[src/rtl/bcd_count_pkg.sv]
// Shared widths, limits and BCD conversion helpers for the two-digit BCD counter.
package bcd_count_pkg;

  localparam int BCD_W = 4;
  localparam int LIM_W = 7;

  localparam logic [BCD_W-1:0] BCD_MAX_DIGIT = 4'd9;
  localparam logic [LIM_W-1:0] CNT_MAX       = 7'd99;

  typedef struct packed {
    logic [BCD_W-1:0] tens;
    logic [BCD_W-1:0] ones;
  } bcd2_t;

  // Repeated subtraction keeps this a small comparator chain rather than a divider.
  function automatic bcd2_t bin_to_bcd2(input logic [LIM_W-1:0] bin);
    logic [LIM_W-1:0] rem;
    bcd2_t            res;
    rem      = (bin > CNT_MAX) ? CNT_MAX : bin;
    res.tens = '0;
    for (int i = 0; i < 9; i++) begin
      if (rem >= 7'd10) begin
        rem      = rem - 7'd10;
        res.tens = res.tens + 4'd1;
      end
    end
    res.ones = 4'(rem);
    return res;
  endfunction

  function automatic logic [LIM_W-1:0] bcd2_to_bin(input bcd2_t bcd);
    return (7'(bcd.tens) * 7'd10) + 7'(bcd.ones);
  endfunction

endpackage

[src/rtl/bcd_digit.sv]
// One decade (0..9) register with synchronous clear, load and increment, plus carry out.
module bcd_digit
  import bcd_count_pkg::*;
(
  input  logic             clk,
  input  logic             rst_n,
  input  logic             clr_i,
  input  logic             inc_i,
  input  logic             load_i,
  input  logic [BCD_W-1:0] load_val_i,
  output logic [BCD_W-1:0] digit_o,
  output logic             carry_o
);

  logic [BCD_W-1:0] digit_q, digit_d;

  // NOTE: default assignment first so every path assigns digit_d and no latch is inferred.
  always_comb begin
    digit_d = digit_q;
    if (clr_i) begin
      digit_d = '0;
    end else if (load_i) begin
      digit_d = (load_val_i > BCD_MAX_DIGIT) ? BCD_MAX_DIGIT : load_val_i;
    end else if (inc_i) begin
      digit_d = (digit_q >= BCD_MAX_DIGIT) ? '0 : digit_q + 4'd1;
    end
  end

  // NOTE: non-blocking assignment for registered state avoids simulation races between flops.
  always_ff @(posedge clk or negedge rst_n) begin
    if (!rst_n) begin
      digit_q <= '0;
    end else begin
      digit_q <= digit_d;
    end
  end

  assign digit_o = digit_q;
  assign carry_o = inc_i && (digit_q == BCD_MAX_DIGIT);

endmodule

[src/rtl/bcd_count_7.sv]
// Programmable two-digit BCD up-counter 00..min(max_count,99), wrapping to 00.
// Define BCD_COUNT_HOLD_EN to saturate at the limit instead of wrapping.
module bcd_count_7
  import bcd_count_pkg::*;
(
  input  logic             CLK,
  input  logic             rst_n,
  input  logic [LIM_W-1:0] max_count,
  input  logic             run,
  output logic [BCD_W-1:0] digit_1,
  output logic [BCD_W-1:0] digit_2
);

  logic [LIM_W-1:0] lim;
  logic [LIM_W-1:0] cnt_bin;
  bcd2_t            cnt;
  bcd2_t            load_bcd;
  logic             clr;
  logic             load;
  logic             ones_inc;
  logic             ones_carry;
  logic             tens_ovf;

  assign lim     = (max_count > CNT_MAX) ? CNT_MAX : max_count;
  assign cnt     = '{tens: digit_2, ones: digit_1};
  assign cnt_bin = bcd2_to_bin(cnt);

`ifdef BCD_COUNT_HOLD_EN
  assign ones_inc = run && (cnt_bin < lim);
  assign load     = run && (cnt_bin > lim);
  assign load_bcd = bin_to_bcd2(lim);
  assign clr      = !run || tens_ovf;
`else
  // Clear wins over increment inside the digit, so ones_inc can simply follow run.
  assign ones_inc = run;
  assign load     = 1'b0;
  assign load_bcd = '0;
  assign clr      = !run || (cnt_bin >= lim) || tens_ovf;
`endif

  // tens_ovf is unreachable while lim <= 99; it only guards tens against rolling past 9.
  bcd_digit u_ones (
    .clk        (CLK),
    .rst_n      (rst_n),
    .clr_i      (clr),
    .inc_i      (ones_inc),
    .load_i     (load),
    .load_val_i (load_bcd.ones),
    .digit_o    (digit_1),
    .carry_o    (ones_carry)
  );

  bcd_digit u_tens (
    .clk        (CLK),
    .rst_n      (rst_n),
    .clr_i      (clr),
    .inc_i      (ones_carry),
    .load_i     (load),
    .load_val_i (load_bcd.tens),
    .digit_o    (digit_2),
    .carry_o    (tens_ovf)
  );

endmodule

[config.mk]
export PLATFORM = sky130hd
export DESIGN_NAME = bcd_count_7
export DESIGN_NICKNAME = d
export VERILOG_FILES = /design/src/rtl/bcd_count_pkg.sv /design/src/rtl/bcd_digit.sv /design/src/rtl/bcd_count_7.sv
export SDC_FILE = /design/constraint.sdc
export NUM_CORES = 1
export LEC_CHECK = 0
export ABC_AREA = 0
export BUFFER_PORTS_ARGS = -buffer_cell sky130_fd_sc_hd__buf_2
export CELL_PAD_IN_SITES_DETAIL_PLACEMENT = 0
export CELL_PAD_IN_SITES_GLOBAL_PLACEMENT = 1
export CORE_ASPECT_RATIO = 1.1
export CORE_MARGIN = 4
export CORE_UTILIZATION = 31
export CTS_BUF_LIST = sky130_fd_sc_hd__clkbuf_2
export DETAILED_ROUTE_END_ITERATION = 8
export PLACE_DENSITY = 0.69
export SYNTH_ARGS = -nofsm -noshare
export SYNTH_HDL_FRONTEND = slang
export SYNTH_SLANG_ARGS = --single-unit
[constraint.sdc]
create_clock -name CLK -period 4.9 [get_ports CLK]
set_input_delay 0.735 -clock CLK [delete_from_list [all_inputs] [get_ports CLK]]
set_output_delay 0.735 -clock CLK [all_outputs]
set_load 0.005 [all_outputs]
==> flow_metrics.tcl <==
set metrics [dict create \
    tritoncts "yes" \
    grt_antenna_before_repair 0 \
    achievable-frequency_mhz 323.5 \
    die-area_sq_um 3694 \
    drt_pass1_iterations 4 \
    final_nets 151 \
    run_status "finished, final reports clean" \
    post_cts_resized 0 \
    cts_root_buffer "clkbuf_2" \
    coreArea_sq_um 2591 \
    synth.yosys.seq_area_share_pct 23.19 \
    ys_async_sr_fraction_pct 100.0 \
    clkSinkCount 8 \
    drv_slew 0 \
    clkLatencyLatePin_ns 0.24 \
    slew-limit-headroom_pct 72.75 \
    dr.first_iter.drc_count 22 \
    clockBufferDepth 2 \
    gpl.final_weighted_congestion 0.8297 \
    synth.avg_cell_area_sq_um 8.900 \
    pwr_density_cell_nw_per_um2 152.6 \
    row_count 19 \
    die-height_um 63.35 \
    dpl_worst_slack_ns 1.820 \
    cts_inserted_buffers 3 \
    grt_first_pass_wirelength_um 3187 \
    critical_path_class "flip-flop to flip-flop" \
    min_period_ns 3.091 \
    layout.filler_cells 272 \
    timing.critical_path.fanout_max 8 \
    finalWorstSetupSlack_ns 1.809 \
    report.final.hold_viol_count 0 \
    critPathArrivalTime_ns 3.24 \
    cts_htree_levels 1 \
    setup_viol_count_final 0 \
    numPlacedInstances 145 \
    path_clk_slew_ns 0.09 \
    synth-main-ff-cell "dfrtp_1" \
    dp.final_hpwl_um 1484 \
    timing.setup.tns_ns 0 \
    startpoint_type "flip-flop" \
    p_leak_nw 0.5679 \
    clock_tree_skew_after_final_layout_ns 0.01495 \
    grt_max_degree 9 \
    met1_capacity_usage_during_global_routing_pct 15.17 \
    grtUsageMet2_pct 16.76 \
    detail-route-antenna-nets 0 \
    postCtsSetupBuffers 0 \
    route.detailed.drc 0 \
    yosys_register_bits 8 \
    drt-vias-per-instance 4.831 \
    num_vias 715 \
    finish.instance_area_sq_um 1002 \
    syn_area_sq_um 863.3 \
    cts.hold.buffers_added 0 \
    routed_wirelength_um 1783 \
    first_global_vias 710 \
    pin_count 18 \
    routedWlPerCell_um 12.05 \
    grt.overflow.total 0 \
    rsz0062_at_grt "false" \
    die_x_um 58.32 \
    setup.worst_path.end_class "flip-flop" \
    synth_cell_type_count 28 \
    worst_slew_pin_slew_ns 0.4076 \
    port_buffers 17 \
    global_route.usage.total_pct 10.92 \
    count_of_flip_flops_with_a_built_in_enable_after_synthesis 0 \
    cell_area_after_placement_sq_um 987.2 \
    yosys_warnings 0 \
    vdd_drop_max_mv 0.1515 \
    drive_above_1_share_pct 19.66 \
    period_share_pct 63.08 \
    synthCells 97 \
    crit_required_ns 5.05 \
    maxCapViolCount 0 \
    r2r.worst_path.cells 10 \
    grt-busiest-layer "met2" \
    antenna_cells_inserted 0 \
    layout-area-overhead-vs-synth_pct 16.09 \
    floorplan.initialDensity_pct 33.32 \
    hold_path.class "input port to asynchronous set/reset pin" \
    syn_nets 129 \
    layoutNonFillerInstCount 148 \
    gr-usage-met3_pct 2.653 \
]
-- synthesized netlist by cell type, types with 2 or more instances --
library cell	n	share of area (%)
a21o_1	2	1.7
nand3_1	4	2.3
o21ai_0	3	1.7
nand4_1	2	1.4
fa_1	2	4.6
dfrtp_1	8	23
nor2_1	11	4.8
inv_1	11	4.8
ha_1	20	29
a21oi_1	6	3.5
nand2_1	7	3.0
xor2_1	3	3.0
xnor2_1	3	3.0
-- state kept, by name, indices dropped and copies added (netlist names) --
name and cells:
u_ones.digit_o 4, u_tens.digit_o 4
-- per-layer routing --
| metal | vias to the layer above | wire, um |
|---|---|---|
| met5 | - | 0 |
| met3 | 0 | 61 |
| li1 | 384 | - |
| met1 | 322 | 864 |
| met4 | 0 | 0 |
| met2 | 9 | 858 |
-- cell families after synthesis --
kind of cell	count (synthesis)	synth area share, %
simple gates	33	19.42
flops	8	23.19
fa+ha+maj	22	33.62
xor+xnor	6	6.088
buf+inv	11	4.783
compound gates	17	12.90
-- critical path, cell delays in order (launching register included) --
cell      delay [ns]
dfrtp_1         0.49
ha_1            0.34
ha_1            0.19
inv_1           0.06
fa_1            0.44
nand3b_1        0.19
xnor2_1         0.14
ha_1            0.33
a211oi_1        0.32
o211ai_2        0.25
a311oi_1        0.25
-- worst paths after layout --
| check | slack [ns] | from | to |
|---|---|---|---|
| max in group asynchronous | 4.39 | rst_n | u_ones.digit_o[3] |
| max reg2reg | 1.81 | u_tens.digit_o[1] | u_tens.digit_o[3] |
| min reg2reg | 0.64 | u_tens.digit_o[3] | u_tens.digit_o[3] |
| min in group CLK | 0.64 | u_tens.digit_o[3] | u_tens.digit_o[3] |
| min | 0.32 | rst_n | u_tens.digit_o[0] |
| max | 1.81 | u_tens.digit_o[1] | u_tens.digit_o[3] |
-- where the power goes --
part           internal (mW)  switching, mW  leakage (nW)
clock network         0.0167         0.0228        0.0125
registers             0.0689        0.00533         0.109
logic                 0.0179         0.0213         0.446
-- area by class of cell --
type / instances / area [sq um] / share of cell area, %
clock buffer: 3 / 15.01 / 1.498
timing repair buffer: 17 / 85.08 / 8.489
sequential: 8 / 200.2 / 19.98
inverter: 11 / 41.29 / 4.120
multi-input combinational: 78 / 621.8 / 62.05
tap: 31 / 38.79 / 3.870
-- cells in the final DEF, fill, tap and decap left out, types with 2 or more instances in the layout --
cell type  instances
dfrtp_1            8
o21ai_0            3
fa_1               2
inv_1             11
nand2_1            7
nand4_1            2
a21oi_1            6
clkbuf_2           3
nand3_1            4
xnor2_1            3
a21o_1             2
ha_1              20
buf_2             17
nor2_1            11
xor2_1             3
-- through the flow --
stage          hold slack, ns  utilization (%)  power, mW
2_1_floorplan          0.4394                -    0.09920
3_3_place_gp           0.5859            38.10     0.1147
3_5_place_dp           0.5899            38.10     0.1155
4_1_cts                0.3181            38.68     0.1556
5_1_grt                0.3061            38.68     0.1671
6_report               0.3207            38.68     0.1529
Note: power is estimated with default switching activity, not from simulation.
